$ cat src/rtl/video_timing_ctrl_if.sv
// ---------------------------------------------------------------------------
// video_timing_ctrl_if
// Configuration bus of the video timing controller.
//   cfg_we      : shadow register write strobe (master -> slave)
//   cfg_addr    : register index 0..7 (master -> slave)
//   cfg_wdata   : write data, 12 bits (master -> slave)
//   cfg_rdata   : shadow value at cfg_addr, combinational (slave -> master)
//   cfg_err     : one-cycle pulse, write rejected (slave -> master)
//   cfg_applied : one-cycle pulse, shadow copied to active (slave -> master)
// ---------------------------------------------------------------------------
interface video_timing_ctrl_if;
   logic        cfg_we;
   logic [2:0]  cfg_addr;
   logic [11:0] cfg_wdata;
   logic [11:0] cfg_rdata;
   logic        cfg_err;
   logic        cfg_applied;

   modport master (
      output cfg_we, cfg_addr, cfg_wdata,
      input  cfg_rdata, cfg_err, cfg_applied
   );

   modport slave (
      input  cfg_we, cfg_addr, cfg_wdata,
      output cfg_rdata, cfg_err, cfg_applied
   );
endinterface

$ cat src/rtl/video_timing_ctrl.sv
// ---------------------------------------------------------------------------
// video_timing_ctrl
// Programmable raster timing generator. Eight 12-bit shadow fields are
// written over the cfg bus and copied into the active set when generation
// starts and at every frame boundary, so a frame never changes shape midway.
// Ports:
//   pix_clk     : pixel clock
//   rst_n       : asynchronous active-low reset
//   run_req     : level request to generate video
//   cfg         : configuration bus (slave modport of video_timing_ctrl_if)
//   running     : high while in RUN or DRAIN
//   hsync/vsync : active-high sync pulses
//   de          : data enable in the active area
//   pix_x/pix_y : active-area coordinates, 0 when de=0
//   frame_start : pulse aligned with the outputs of h=0,v=0
// ---------------------------------------------------------------------------
module video_timing_ctrl #(
   parameter logic [11:0] H_SYNC_DEF = 12'd96,
   parameter logic [11:0] H_BP_DEF   = 12'd48,
   parameter logic [11:0] H_ACT_DEF  = 12'd640,
   parameter logic [11:0] H_FP_DEF   = 12'd16,
   parameter logic [11:0] V_SYNC_DEF = 12'd2,
   parameter logic [11:0] V_BP_DEF   = 12'd33,
   parameter logic [11:0] V_ACT_DEF  = 12'd480,
   parameter logic [11:0] V_FP_DEF   = 12'd10
) (
   input  logic                pix_clk,
   input  logic                rst_n,
   input  logic                run_req,
   video_timing_ctrl_if.slave  cfg,
   output logic                running,
   output logic                hsync,
   output logic                vsync,
   output logic                de,
   output logic [11:0]         pix_x,
   output logic [11:0]         pix_y,
   output logic                frame_start
);

   localparam logic [1:0] ST_IDLE  = 2'd0;
   localparam logic [1:0] ST_RUN   = 2'd1;
   localparam logic [1:0] ST_DRAIN = 2'd2;

   // Reset value of each register index.
   function automatic logic [11:0] def_val(input logic [2:0] idx);
      logic [11:0] val;
      case (idx)
         3'd0:    val = H_SYNC_DEF;
         3'd1:    val = H_BP_DEF;
         3'd2:    val = H_ACT_DEF;
         3'd3:    val = H_FP_DEF;
         3'd4:    val = V_SYNC_DEF;
         3'd5:    val = V_BP_DEF;
         3'd6:    val = V_ACT_DEF;
         3'd7:    val = V_FP_DEF;
         default: val = 12'd0;
      endcase
      return val;
   endfunction

   logic [1:0]  state_r;
   logic [1:0]  state_nxt_s;
   logic [11:0] shadow_r [8];
   logic [11:0] active_r [8];
   logic [13:0] h_cnt_r;
   logic [13:0] v_cnt_r;
   logic        cfg_err_r;
   logic        cfg_applied_r;

   logic [13:0] h_total_s;
   logic [13:0] v_total_s;
   logic [13:0] h_start_s;
   logic [13:0] h_end_s;
   logic [13:0] v_start_s;
   logic [13:0] v_end_s;
   logic        run_s;
   logic        wrap_h_s;
   logic        wrap_v_s;
   logic        boundary_s;
   logic        load_s;
   logic        cfg_ok_s;
   logic        hs_s;
   logic        vs_s;
   logic        de_s;
   logic [11:0] h_off_s;
   logic [11:0] v_off_s;

   // Totals and active-window edges in 14 bits so four 12-bit fields cannot overflow.
   assign h_total_s = {2'b00, active_r[0]} + {2'b00, active_r[1]}
                    + {2'b00, active_r[2]} + {2'b00, active_r[3]};
   assign v_total_s = {2'b00, active_r[4]} + {2'b00, active_r[5]}
                    + {2'b00, active_r[6]} + {2'b00, active_r[7]};
   assign h_start_s = {2'b00, active_r[0]} + {2'b00, active_r[1]};
   assign h_end_s   = h_start_s + {2'b00, active_r[2]};
   assign v_start_s = {2'b00, active_r[4]} + {2'b00, active_r[5]};
   assign v_end_s   = v_start_s + {2'b00, active_r[6]};

   assign run_s      = (state_r != ST_IDLE);
   // >= rather than == so a counter can never run away past the total.
   assign wrap_h_s   = (h_cnt_r >= (h_total_s - 14'd1));
   assign wrap_v_s   = (v_cnt_r >= (v_total_s - 14'd1));
   assign boundary_s = run_s & wrap_h_s & wrap_v_s;
   assign cfg_ok_s   = cfg.cfg_we & (cfg.cfg_wdata != 12'd0);

   assign cfg.cfg_rdata   = shadow_r[cfg.cfg_addr];
   assign cfg.cfg_err     = cfg_err_r;
   assign cfg.cfg_applied = cfg_applied_r;
   assign running         = run_s;

   // Next-state and shadow-to-active load decision.
   always_comb begin
      state_nxt_s = state_r;
      load_s      = 1'b0;
      case (state_r)
         ST_IDLE: begin
            if (run_req) begin
               state_nxt_s = ST_RUN;
               load_s      = 1'b1;
            end else begin
               state_nxt_s = ST_IDLE;
               load_s      = 1'b0;
            end
         end
         ST_RUN: begin
            load_s = boundary_s;
            if (run_req) begin
               state_nxt_s = ST_RUN;
            end else begin
               state_nxt_s = ST_DRAIN;
            end
         end
         ST_DRAIN: begin
            // A drained frame that ends without a new request does not pick up shadow edits.
            load_s = boundary_s & run_req;
            if (run_req) begin
               state_nxt_s = ST_RUN;
            end else if (boundary_s) begin
               state_nxt_s = ST_IDLE;
            end else begin
               state_nxt_s = ST_DRAIN;
            end
         end
         default: begin
            state_nxt_s = ST_IDLE;
            load_s      = 1'b0;
         end
      endcase
   end

   // State register.
   always_ff @(posedge pix_clk or negedge rst_n) begin
      if (!rst_n) begin
         state_r <= ST_IDLE;
      end else begin
         state_r <= state_nxt_s;
      end
   end

   // Raster counters: held at zero in IDLE, free-running otherwise.
   always_ff @(posedge pix_clk or negedge rst_n) begin
      if (!rst_n) begin
         h_cnt_r <= 14'd0;
         v_cnt_r <= 14'd0;
      end else if (!run_s) begin
         h_cnt_r <= 14'd0;
         v_cnt_r <= 14'd0;
      end else if (wrap_h_s) begin
         h_cnt_r <= 14'd0;
         v_cnt_r <= wrap_v_s ? 14'd0 : (v_cnt_r + 14'd1);
      end else begin
         h_cnt_r <= h_cnt_r + 14'd1;
      end
   end

   // Shadow/active register file; the active copy samples the pre-write shadow.
   always_ff @(posedge pix_clk or negedge rst_n) begin
      if (!rst_n) begin
         for (int i = 0; i < 8; i++) begin
            shadow_r[i] <= def_val(3'(i));
            active_r[i] <= def_val(3'(i));
         end
         cfg_err_r     <= 1'b0;
         cfg_applied_r <= 1'b0;
      end else begin
         if (load_s) begin
            for (int i = 0; i < 8; i++) begin
               active_r[i] <= shadow_r[i];
            end
         end
         if (cfg_ok_s) begin
            shadow_r[cfg.cfg_addr] <= cfg.cfg_wdata;
         end
         cfg_err_r     <= cfg.cfg_we & (cfg.cfg_wdata == 12'd0);
         cfg_applied_r <= load_s;
      end
   end

   // Video decode from the current counter state.
   always_comb begin
      hs_s    = (h_cnt_r < {2'b00, active_r[0]});
      vs_s    = (v_cnt_r < {2'b00, active_r[4]});
      de_s    = (h_cnt_r >= h_start_s) && (h_cnt_r < h_end_s) &&
                (v_cnt_r >= v_start_s) && (v_cnt_r < v_end_s);
      h_off_s = 12'(h_cnt_r - h_start_s);
      v_off_s = 12'(v_cnt_r - v_start_s);
   end

   // Registered video outputs, forced to zero outside RUN/DRAIN.
   always_ff @(posedge pix_clk or negedge rst_n) begin
      if (!rst_n) begin
         hsync       <= 1'b0;
         vsync       <= 1'b0;
         de          <= 1'b0;
         pix_x       <= 12'd0;
         pix_y       <= 12'd0;
         frame_start <= 1'b0;
      end else if (run_s) begin
         hsync       <= hs_s;
         vsync       <= vs_s;
         de          <= de_s;
         pix_x       <= de_s ? h_off_s : 12'd0;
         pix_y       <= de_s ? v_off_s : 12'd0;
         frame_start <= (h_cnt_r == 14'd0) && (v_cnt_r == 14'd0);
      end else begin
         hsync       <= 1'b0;
         vsync       <= 1'b0;
         de          <= 1'b0;
         pix_x       <= 12'd0;
         pix_y       <= 12'd0;
         frame_start <= 1'b0;
      end
   end

endmodule

$ cat src/flat_wrapper.sv
// flat-port wrapper written by rule: the top's interface ports become plain ports
module video_timing_ctrl_flat 
#(
   parameter logic [11:0] H_SYNC_DEF = 12'd96,
   parameter logic [11:0] H_BP_DEF   = 12'd48,
   parameter logic [11:0] H_ACT_DEF  = 12'd640,
   parameter logic [11:0] H_FP_DEF   = 12'd16,
   parameter logic [11:0] V_SYNC_DEF = 12'd2,
   parameter logic [11:0] V_BP_DEF   = 12'd33,
   parameter logic [11:0] V_ACT_DEF  = 12'd480,
   parameter logic [11:0] V_FP_DEF   = 12'd10
)
  (pix_clk, rst_n, run_req, running, hsync, vsync, de, pix_x, pix_y, frame_start, cfg_cfg_we, cfg_cfg_addr, cfg_cfg_wdata, cfg_cfg_rdata, cfg_cfg_err, cfg_cfg_applied);
  video_timing_ctrl_if cfg_i ();
  input  logic pix_clk;
  input  logic rst_n;
  input  logic run_req;
  output logic running;
  output logic hsync;
  output logic vsync;
  output logic de;
  output logic [11:0] pix_x;
  output logic [11:0] pix_y;
  output logic frame_start;
  input wire logic [$bits(cfg_i.cfg_we)-1:0] cfg_cfg_we;
  input wire logic [$bits(cfg_i.cfg_addr)-1:0] cfg_cfg_addr;
  input wire logic [$bits(cfg_i.cfg_wdata)-1:0] cfg_cfg_wdata;
  output wire logic [$bits(cfg_i.cfg_rdata)-1:0] cfg_cfg_rdata;
  output wire logic [$bits(cfg_i.cfg_err)-1:0] cfg_cfg_err;
  output wire logic [$bits(cfg_i.cfg_applied)-1:0] cfg_cfg_applied;
  assign cfg_i.cfg_we = cfg_cfg_we;
  assign cfg_i.cfg_addr = cfg_cfg_addr;
  assign cfg_i.cfg_wdata = cfg_cfg_wdata;
  assign cfg_cfg_rdata = cfg_i.cfg_rdata;
  assign cfg_cfg_err = cfg_i.cfg_err;
  assign cfg_cfg_applied = cfg_i.cfg_applied;
  video_timing_ctrl #(.H_SYNC_DEF(H_SYNC_DEF), .H_BP_DEF(H_BP_DEF), .H_ACT_DEF(H_ACT_DEF), .H_FP_DEF(H_FP_DEF), .V_SYNC_DEF(V_SYNC_DEF), .V_BP_DEF(V_BP_DEF), .V_ACT_DEF(V_ACT_DEF), .V_FP_DEF(V_FP_DEF)) u_core (.pix_clk(pix_clk), .rst_n(rst_n), .run_req(run_req), .cfg(cfg_i), .running(running), .hsync(hsync), .vsync(vsync), .de(de), .pix_x(pix_x), .pix_y(pix_y), .frame_start(frame_start));
endmodule
$ cat config.mk
export PLATFORM = sky130hd
export DESIGN_NAME = video_timing_ctrl_flat
export DESIGN_NICKNAME = d
export VERILOG_FILES = /design/src/rtl/video_timing_ctrl_if.sv /design/src/rtl/video_timing_ctrl.sv /design/src/flat_wrapper.sv
export SDC_FILE = /design/constraint.sdc
export NUM_CORES = 1
export LEC_CHECK = 0
export ABC_AREA = 1
export CORE_MARGIN = 2
export CORE_UTILIZATION = 38
export DETAILED_ROUTE_END_ITERATION = 8
export PLACE_DENSITY = 0.57
export SETUP_SLACK_MARGIN = 0.15
export SYNTH_ARGS = -nofsm -noshare
export SYNTH_HDL_FRONTEND = slang
export SYNTH_SLANG_ARGS = --single-unit
$ cat constraint.sdc
create_clock -name pix_clk -period 6.54 [get_ports pix_clk]
set_input_delay 0.654 -clock pix_clk [delete_from_list [all_inputs] [get_ports pix_clk]]
set_output_delay 0.654 -clock pix_clk [all_outputs]
set_load 0.005 [all_outputs]
* After elaboration in Yosys (flattened, before gate mapping)
Index checks and enable logic that the tools add are counted.
Storage, ports and cells: bits of input ports 19, logic and storage cells 95, bits in registers 252
Operators by class: order comparisons 10, multiplexer cells 26, bitwise gates (word level) 6, reduce and logical (&&, ||, !) cells 11, add/subtract/negate cells 12, eq/ne operators 3
Operators by type and width (number):
- 96-bit bitwise mux | 1
- 12-bit 2-to-1 mux | 7
- 14-bit 2-to-1 mux | 5
- 12-bit binary-select mux with 3-bit select | 1
- 12-bit demux with 3-bit select | 1
- 13-bit by 12-bit adder with 14-bit output | 2
- 14-bit by 1-bit adder with 14-bit output (second input constant) | 2
- 14-bit by 12-bit adder with 14-bit output | 2
- 14-bit by 13-bit >= comparator with 1-bit output | 2
- 14-bit >= comparator | 2
- 14-bit zero test | 2
- 14-bit by 12-bit < comparator with 1-bit output | 2
- 14-bit < comparator | 2
- 14-bit by 1-bit subtractor with 14-bit output (second input constant) | 2
- 12-bit by 12-bit adder with 13-bit output | 2
- 12-bit subtractor | 2
- 12-bit zero test | 1
- 12-bit nonzero test | 1
- 1-bit 2-to-1 mux | 6
- 2-bit 2-to-1 mux | 3
- 2-bit one-hot mux with 3 select lines | 1
- 1-bit AND | 5
- 1-bit logical AND | 5
- 4-bit >= comparator (second input constant) | 1
- other kinds (8) | 8

* Depth between registers and ports, before layout
depth after elaboration 10, depth in mapped cells 39

* Worst setup path before layout
OpenSTA, ideal clock, no wires.
path kind register to register, from reg u_core.active_r[36] (netlist name), to reg u_core.active_r[0] (netlist name), data required time 6.410 ns, cell stages (with the launch flop) 39, data arrival time 5.423 ns, path slack 0.987 ns, path buffers 2, path through dfrtp_1 ha_1 fa_1 nand3_1 nand2_1 a21oi_1 nor2_1 nor2_1 o21ai_0 nand3_1 nand2_1 xor2_1 ha_1 nand2_1 nor2_1 nand2_1 o211ai_1 xnor2_1 (+3 left out) inv_1 nor3_1 nand2_1 o311ai_0 a31oi_1 xor2_1 ha_1 nand2_1 nor2_1 nand2_1 o211a_1 nand3_1 nand3_1 nand2_1 nand2_1 buf_2 clkbuf_1 o21ai_0
On the way: longest elaborated chain between the ends 8
RTL lines:
- start, declared | line video_timing_ctrl.sv:64 | logic [11:0] active_r [8];
- start signal, assigned by index | line video_timing_ctrl.sv:180 | active_r[i] <= def_val(3'(i));
- start signal, assigned by index | line video_timing_ctrl.sv:187 | active_r[i] <= shadow_r[i];
- 12-bit by 12-bit adder with 13-bit output * | line video_timing_ctrl.sv:91 | assign v_total_s = {2'b00, active_r[4]} + {2'b00, active_r[5]}
- 13-bit by 12-bit adder with 14-bit output * | line video_timing_ctrl.sv:92 | + {2'b00, active_r[6]} + {2'b00, active_r[7]};
- 14-bit by 12-bit adder with 14-bit output * | line video_timing_ctrl.sv:92
- 14-bit by 1-bit subtractor with 14-bit output * | line video_timing_ctrl.sv:101 | assign wrap_v_s = (v_cnt_r >= (v_total_s - 14'd1));
- 14-bit >= comparator * | line video_timing_ctrl.sv:101
- 1-bit AND * | line video_timing_ctrl.sv:102 | assign boundary_s = run_s & wrap_h_s & wrap_v_s;
- 1-bit AND | line video_timing_ctrl.sv:134 | load_s = boundary_s & run_req;
- 1-bit one-hot mux with 3 select lines * | line video_timing_ctrl.sv:114 | case (state_r)
Mark *: on every way between the ends. The rest lies on a longest branch, timed or not. A chain may end at the register's enable or synchronous reset.

* Final worst setup path
from reg u_core.active_r[36] (netlist name), to reg u_core.active_r[65] (netlist name)
The elaborated chain is that of the path after synthesis.

==> flow_metrics.py <==
metrics = {
    "setup_path": {
        "crit_top_cell": "nand2_1",
        "arrival_ns": 6.54,
        "path_class": "reg -> reg",
        "required_ns": 7.00,
        "reg2regPathDepth": 39,
        "startpoint_type": "register",
        "worstPathMaxFanout": 7,
        "cp-end-kind": "register",
        "critPathMaxStageDelay_ns": 0.39,
        "crit_slowest_cell": "dfrtp_1",
    },
    "sta": {
        "fin_tns_setup_ns": 0,
        "rsz0062_at_grt": "false",
        "slew_violations": 5,
        "setup-violations-final": 0,
        "max_slew.worst_pin.slew_ns": 1.72,
        "skew_ns": 0.0458,
        "relSlewSlack_pct": -15.6,
        "hold_violations": 0,
        "min_period_ns": 6.08,
        "max_freq_ghz": 0.164,
        "post-route-period-util_pct": 93.0,
    },
    "clocking": {
        "cts_made_buffers": 28,
        "clk_pin_slew_worst_paths_ns": 0.06,
        "clkLatencyLatePin_ns": 0.59,
        "cts_tree": "built",
        "cts_root_buffer": "clkbuf_16",
        "htree_levels": 1,
        "clockBufferDepth": 3,
        "cts_sinks": 252,
    },
    "hold_path": {
        "hp-class": "in -> async",
    },
    "die": {
        "dieWidth_um": 215,
        "start_util_pct": 38.4,
        "fp-row-count": 77,
        "die_h_um": 215,
        "io_pins": 62,
        "die-area_um2": 46300,
        "core_um2": 44100,
    },
    "drt": {
        "ant_nets": 0,
        "wire_per_inst_um": 17.5,
        "drt_iter0_drc": 1079,
        "avgViaCountPerCell": 5.19,
        "wirelength_mm": 48.8,
        "drc": 0,
        "firstDrtPassIters": 7,
        "num_vias": 14400,
    },
    "synth": {
        "synthesis.area_um2": 17000,
        "syn-num-nets": 2311,
        "synth_top_family_by_area": "simple AND/OR/NAND/NOR gates",
        "synth_edf_count": 0,
        "ys_ff_latch": 252,
        "synthAdderAreaFrac_pct": 15.4,
        "ys.flop_type": "dfrtp_1",
        "synthMuxAreaShare_pct": 0,
        "ys_warn_count": 0,
        "postSynth.asyncResetShare_pct": 100,
        "syn_avg_cell_area_um2": 8.12,
        "synthSimpleGateAreaFrac_pct": 18.3,
        "syn_inst": 2088,
        "yosysSeqAreaShare_pct": 37.4,
        "yosys.area_share.xor_xnor_pct": 4.54,
        "synth-compound-area-share_pct": 15.2,
        "synthDistinctLibCells": 53,
    },
    "grt": {
        "grt_pass1_vias": 13800,
        "overflow": 0,
        "track_usage_pct": 20.6,
        "grt_pass1_wl_mm": 75.7,
        "antenna_found_initial": 0,
        "grt_start_max_net_pins": 128,
    },
    "placed_design": {
        "gp_congestion": 0.898,
        "io_buffer_count": 61,
        "hpwl_mm": 36.7,
    },
    "run_status": {
        "violations": "max-capacitance violations, max-slew violations",
        "status": "complete, but fails checks",
    },
    "finish": {
        "layout_commonest_cell": "nand2_1",
        "drive_above_1_share_pct": 11.6,
        "n_antenna_cell": 0,
        "layout_common_cells": "415 x nand2_1, 328 x inv_1, 220 x dfrtp_1",
        "nets": 2395,
        "areaGrowthSynthToFinish_pct": 17.0,
    },
    "flow_run": {
        "cap_viol_max_count": 1,
    },
}
## per-stage QoR
stage                     area [µm²]  utilization [%]  instances  hold slack (ns)  worst slack (ns)
after global placement         18300             41.4       2711            0.445             0.151
after CTS                      19300             43.8       2767            0.205             0.169
final                          19800             45.0       2786            0.121             0.458
after detailed placement       18300             41.4       2711            0.458          -0.00482
after floorplan                17000                -       2088            0.358             0.987
after global routing           19800             45.0       2786            0.206            0.0928
## logic make-up after synthesis
family                     count (synthesis)
AOI/OAI and AO/OA                        466
xor gates and xnor gates                  88
DFF                                      252
and+or+nand+nor                          681
buffers and inverters                    397
adders and majority gates                204
## worst max-delay path, delay by kind of cell, from the launching register on
family / cells / cell delay, ns
adders and majority gates: 6 / 1.70
xor gates and xnor gates: 3 / 0.56
AOI/OAI and AO/OA: 8 / 0.88
DFF: 1 / 0.39
buffers and inverters: 4 / 0.57
and+or+nand+nor: 18 / 1.85
## state kept, by name (all words and copies together), names as in the netlist
signal	count
u_core.v_cnt_r	14
u_core.shadow_r	96
u_core.cfg.cfg_err	1
u_core.active_r	96
u_core.pix_y	12
u_core.state_r	2
u_core.de	1
u_core.hsync	1
u_core.pix_x	12
u_core.cfg.cfg_applied	1
u_core.frame_start	1
u_core.vsync	1
u_core.h_cnt_r	14
## synthesized netlist by cell type (all sizes together), types with 11 or more instances
cell type | instances | area share, %
dfstp | 32 | 5.0
a21oi | 119 | 3.6
nand3 | 60 | 1.9
clkbuf | 27 | 0.60
inv | 341 | 7.5
nor2 | 113 | 3.6
o22ai | 25 | 0.92
dfrtp | 220 | 32
nand4 | 21 | 0.81
buf | 28 | 1.0
xnor2 | 28 | 1.4
ha | 196 | 14
nand2 | 428 | 9.6
xor2 | 60 | 3.1
nor3 | 36 | 1.4
nor4 | 11 | 0.41
o21ai | 254 | 7.5
## per-layer routing
metal  wire length (µm)  track usage (%)  up-vias
met5                  0                0        -
met4               1500             6.05        0
met3               2500             2.32       72
met2              21200             31.6      382
met1              23700             30.5     6925
li1                   -                -     7070
## layout make-up
type                    instances  area (µm²)
clock buffers                  41         830
clock inverters                11        86.3
fillers                      4413       24300
inverters                     342        1280
multi-input cells            1442        9400
flip-flops and latches        252        6350
well taps                     592         741
repair buffers                106        1150
## worst paths after layout
| check | startpoint | end | slack [ns] |
|---|---|---|---|
| worst min register to register | u_core.h_cnt_r[0] | u_core.h_cnt_r[0] | 0.47 |
| worst min-delay path | rst_n | u_core.shadow_r[75] | 0.12 |
| max in group asynchronous | rst_n | u_core.pix_y[8] | 5.18 |
| worst max-delay path | u_core.active_r[36] | u_core.active_r[65] | 0.46 |
| worst max register to register | u_core.active_r[36] | u_core.active_r[65] | 0.46 |
| min in group pix_clk | u_core.h_cnt_r[0] | u_core.h_cnt_r[0] | 0.47 |
## repair_timing
| action | 4_1_cts | 5_1_grt |
|---|---|---|
| buffers inserted | 1 | 11 |
| hold buffers | 0 | 0 |
| setup endpoints to repair | 93 | 112 |
| gates resized for setup | 10 | 69 |
| hold endpoints to repair | 0 | 0 |
| pin swaps | 2 | 18 |
| gates cloned | 3 | 8 |
Power is left out: the tool's default activity adds up to more than one toggle a clock period on the data nets, which glitch-free logic cannot reach.
==> edit (config.mk and constraints unchanged) <==
Register the input `run_req` before use. The logic sees it one clock later. The other inputs are not delayed to match.
--- a/src/rtl/video_timing_ctrl.sv
+++ b/src/rtl/video_timing_ctrl.sv
@@ -41,6 +41,12 @@
    localparam logic [1:0] ST_RUN   = 2'd1;
    localparam logic [1:0] ST_DRAIN = 2'd2;
 
+   logic run_req_q;
+
+   always_ff @(posedge pix_clk) begin
+      run_req_q <= run_req;
+   end
+
    // Reset value of each register index.
    function automatic logic [11:0] def_val(input logic [2:0] idx);
       logic [11:0] val;
@@ -113,7 +119,7 @@
       load_s      = 1'b0;
       case (state_r)
          ST_IDLE: begin
-            if (run_req) begin
+            if (run_req_q) begin
                state_nxt_s = ST_RUN;
                load_s      = 1'b1;
             end else begin
@@ -123,7 +129,7 @@
          end
          ST_RUN: begin
             load_s = boundary_s;
-            if (run_req) begin
+            if (run_req_q) begin
                state_nxt_s = ST_RUN;
             end else begin
                state_nxt_s = ST_DRAIN;
@@ -131,8 +137,8 @@
          end
          ST_DRAIN: begin
             // A drained frame that ends without a new request does not pick up shadow edits.
-            load_s = boundary_s & run_req;
-            if (run_req) begin
+            load_s = boundary_s & run_req_q;
+            if (run_req_q) begin
                state_nxt_s = ST_RUN;
             end else if (boundary_s) begin
                state_nxt_s = ST_IDLE;
Function: changed (Yosys sat finds a counterexample within 4 cycles, from zero or initial values and one cycle with rst_n low).
==> edit against the unedited design <==
Synthesized area is essentially flat; cell area grew 0.88%; worst hold slack lost 63 ps; setup slack gained 0.94 ps; first-iteration DRC count shrank 18%; wire length grew 3.9%; sequential cell count grew 1; global-route usage shrank 0.18 points.
Power is left out: the tool's default activity adds up to more than one toggle a clock period on the data nets, which glitch-free logic cannot reach.
==> edit: results (changes against the unedited design) <==
| Metric | Value |
|---|---|
| Outcome | `complete, no violations` |
| Drt wl/cell | `18.5 um (+5.7%)` |
| XOR/XNOR Fraction of Synth Area | `4.44% (-0.10 points)` |
| Post-DP HPWL | `36000 um (-1.7%)` |
| Drt first-iter violations | `890 (-18%)` |
| # fillers | `4378 (-0.79%)` |
| Met2 Resource Use GR | `31.8% (+0.16 points)` |
| Synth top area cells | `dfrtp_1 32%, ha_1 14%, nand2_1 9.9%` |
| Seq area share | `31.8% (-0.18 points)` |
| Iteration count of the initial detailed-routing pass | `5 (-2)` |
| Cell count after placement | `2660 (-1.9%)` |
| CP max stage delay | `370 ps (-20 ps)` |
| Slew HR | `39.2% (+55 points)` |
| Crit. Startpoint | `u_core.active_r[84]` |
| Synth top area share | `32.5% (about the same)` |
| Vias | `14100 (-2.4%)` |
| Clk Latency, worst-skew pair | `570 ps (-20 ps)` |
| TritonCTS Buffers | `29 (+3.6%)` |
| CP Capture Point | `u_core.active_r[70]` |
| GRT Util Overall | `20.5% (-0.18 points)` |
| Count of multi-input gates | `1430 (-0.83%)` |
| Vias in the first global route | `13500 (-2.6%)` |
| DRT Wirelength | `50800 um (+3.9%)` |
| Met1 GRT Util | `30.2% (-0.32 points)` |
| Clock buf count | `43 (+4.9%)` |
| Largest net degree at the start of global routing | `165 (+29%)` |
| Multi-input combinational area share | `47.6% (+0.19 points)` |
| Worst-path fanout max | `14 (+7)` |
| Ys async rst share | `99.6% (-0.40 points)` |
| Final Core Density | `45.3% (+0.39 points)` |
| Net Count, Synth | `2254 (-2.5%)` |
| Nonclk buf count | `116 (+9.4%)` |
| #FFs+latches synth | `253 (+0.40%)` |
| Register area share after synthesis | `37.6% (+0.14 points)` |
| First-pass GRT wire length | `75000 um (-0.94%)` |
| Post-synthesis compound-gate area fraction | `12.7% (-2.4 points)` |
| Final Wtd Congestion | `0.877 (-2.3%)` |
| Inverters | `297 (-13%)` |
| Setup Skew | `12.7 ps (-33.1 ps)` |
| Synth Area in Adders | `15.4% (about the same)` |
| Multi-input gate area | `0.00952 sq mm (+1.3%)` |
| Fin Hold WS | `57.9 ps (-63.2 ps)` |
| R2R cell count | `38 (-2.6%)` |
| Area delta synth->final | `18.1%` |
| Met3 Use GR | `2.52% (+0.20 points)` |
## edit: cell count changes after synthesis, moves of 9 or more
cell / before / now
nor2_2: 4 / 17
nand2_1: 418 / 446
o21ai_1: 25 / 12
inv_2: 13 / 0
o21ai_0: 227 / 142
nand3_1: 55 / 65
nor2_4: 24 / 10
inv_1: 328 / 294
a21o_1: 6 / 15
xnor2_1: 28 / 19
mux2_2: 0 / 28
mux2_1: 0 / 23
## edit: what timing repair did
action	in CTS	in global routing
endpoints found under the setup margin	97	125
buffers inserted	1	12
gates resized for setup	7	69
cloned	1	14
pin swaps	1	17
## edit: stage by stage
step | setup slack, ps | TNS [ps]
4_1_cts | 220 | 0
3_5_place_dp | -171 | -11690
3_3_place_gp | -116 | -8780
2_1_floorplan | 905 | 0
5_1_grt | 79.5 | 0
6_report | 459 | 0
## edit: layer usage
metal	vias up	wire length, um
met5	-	0
met4	0	1060
met3	62	2470
met2	339	22700
met1	6781	24500
li1	6919	-
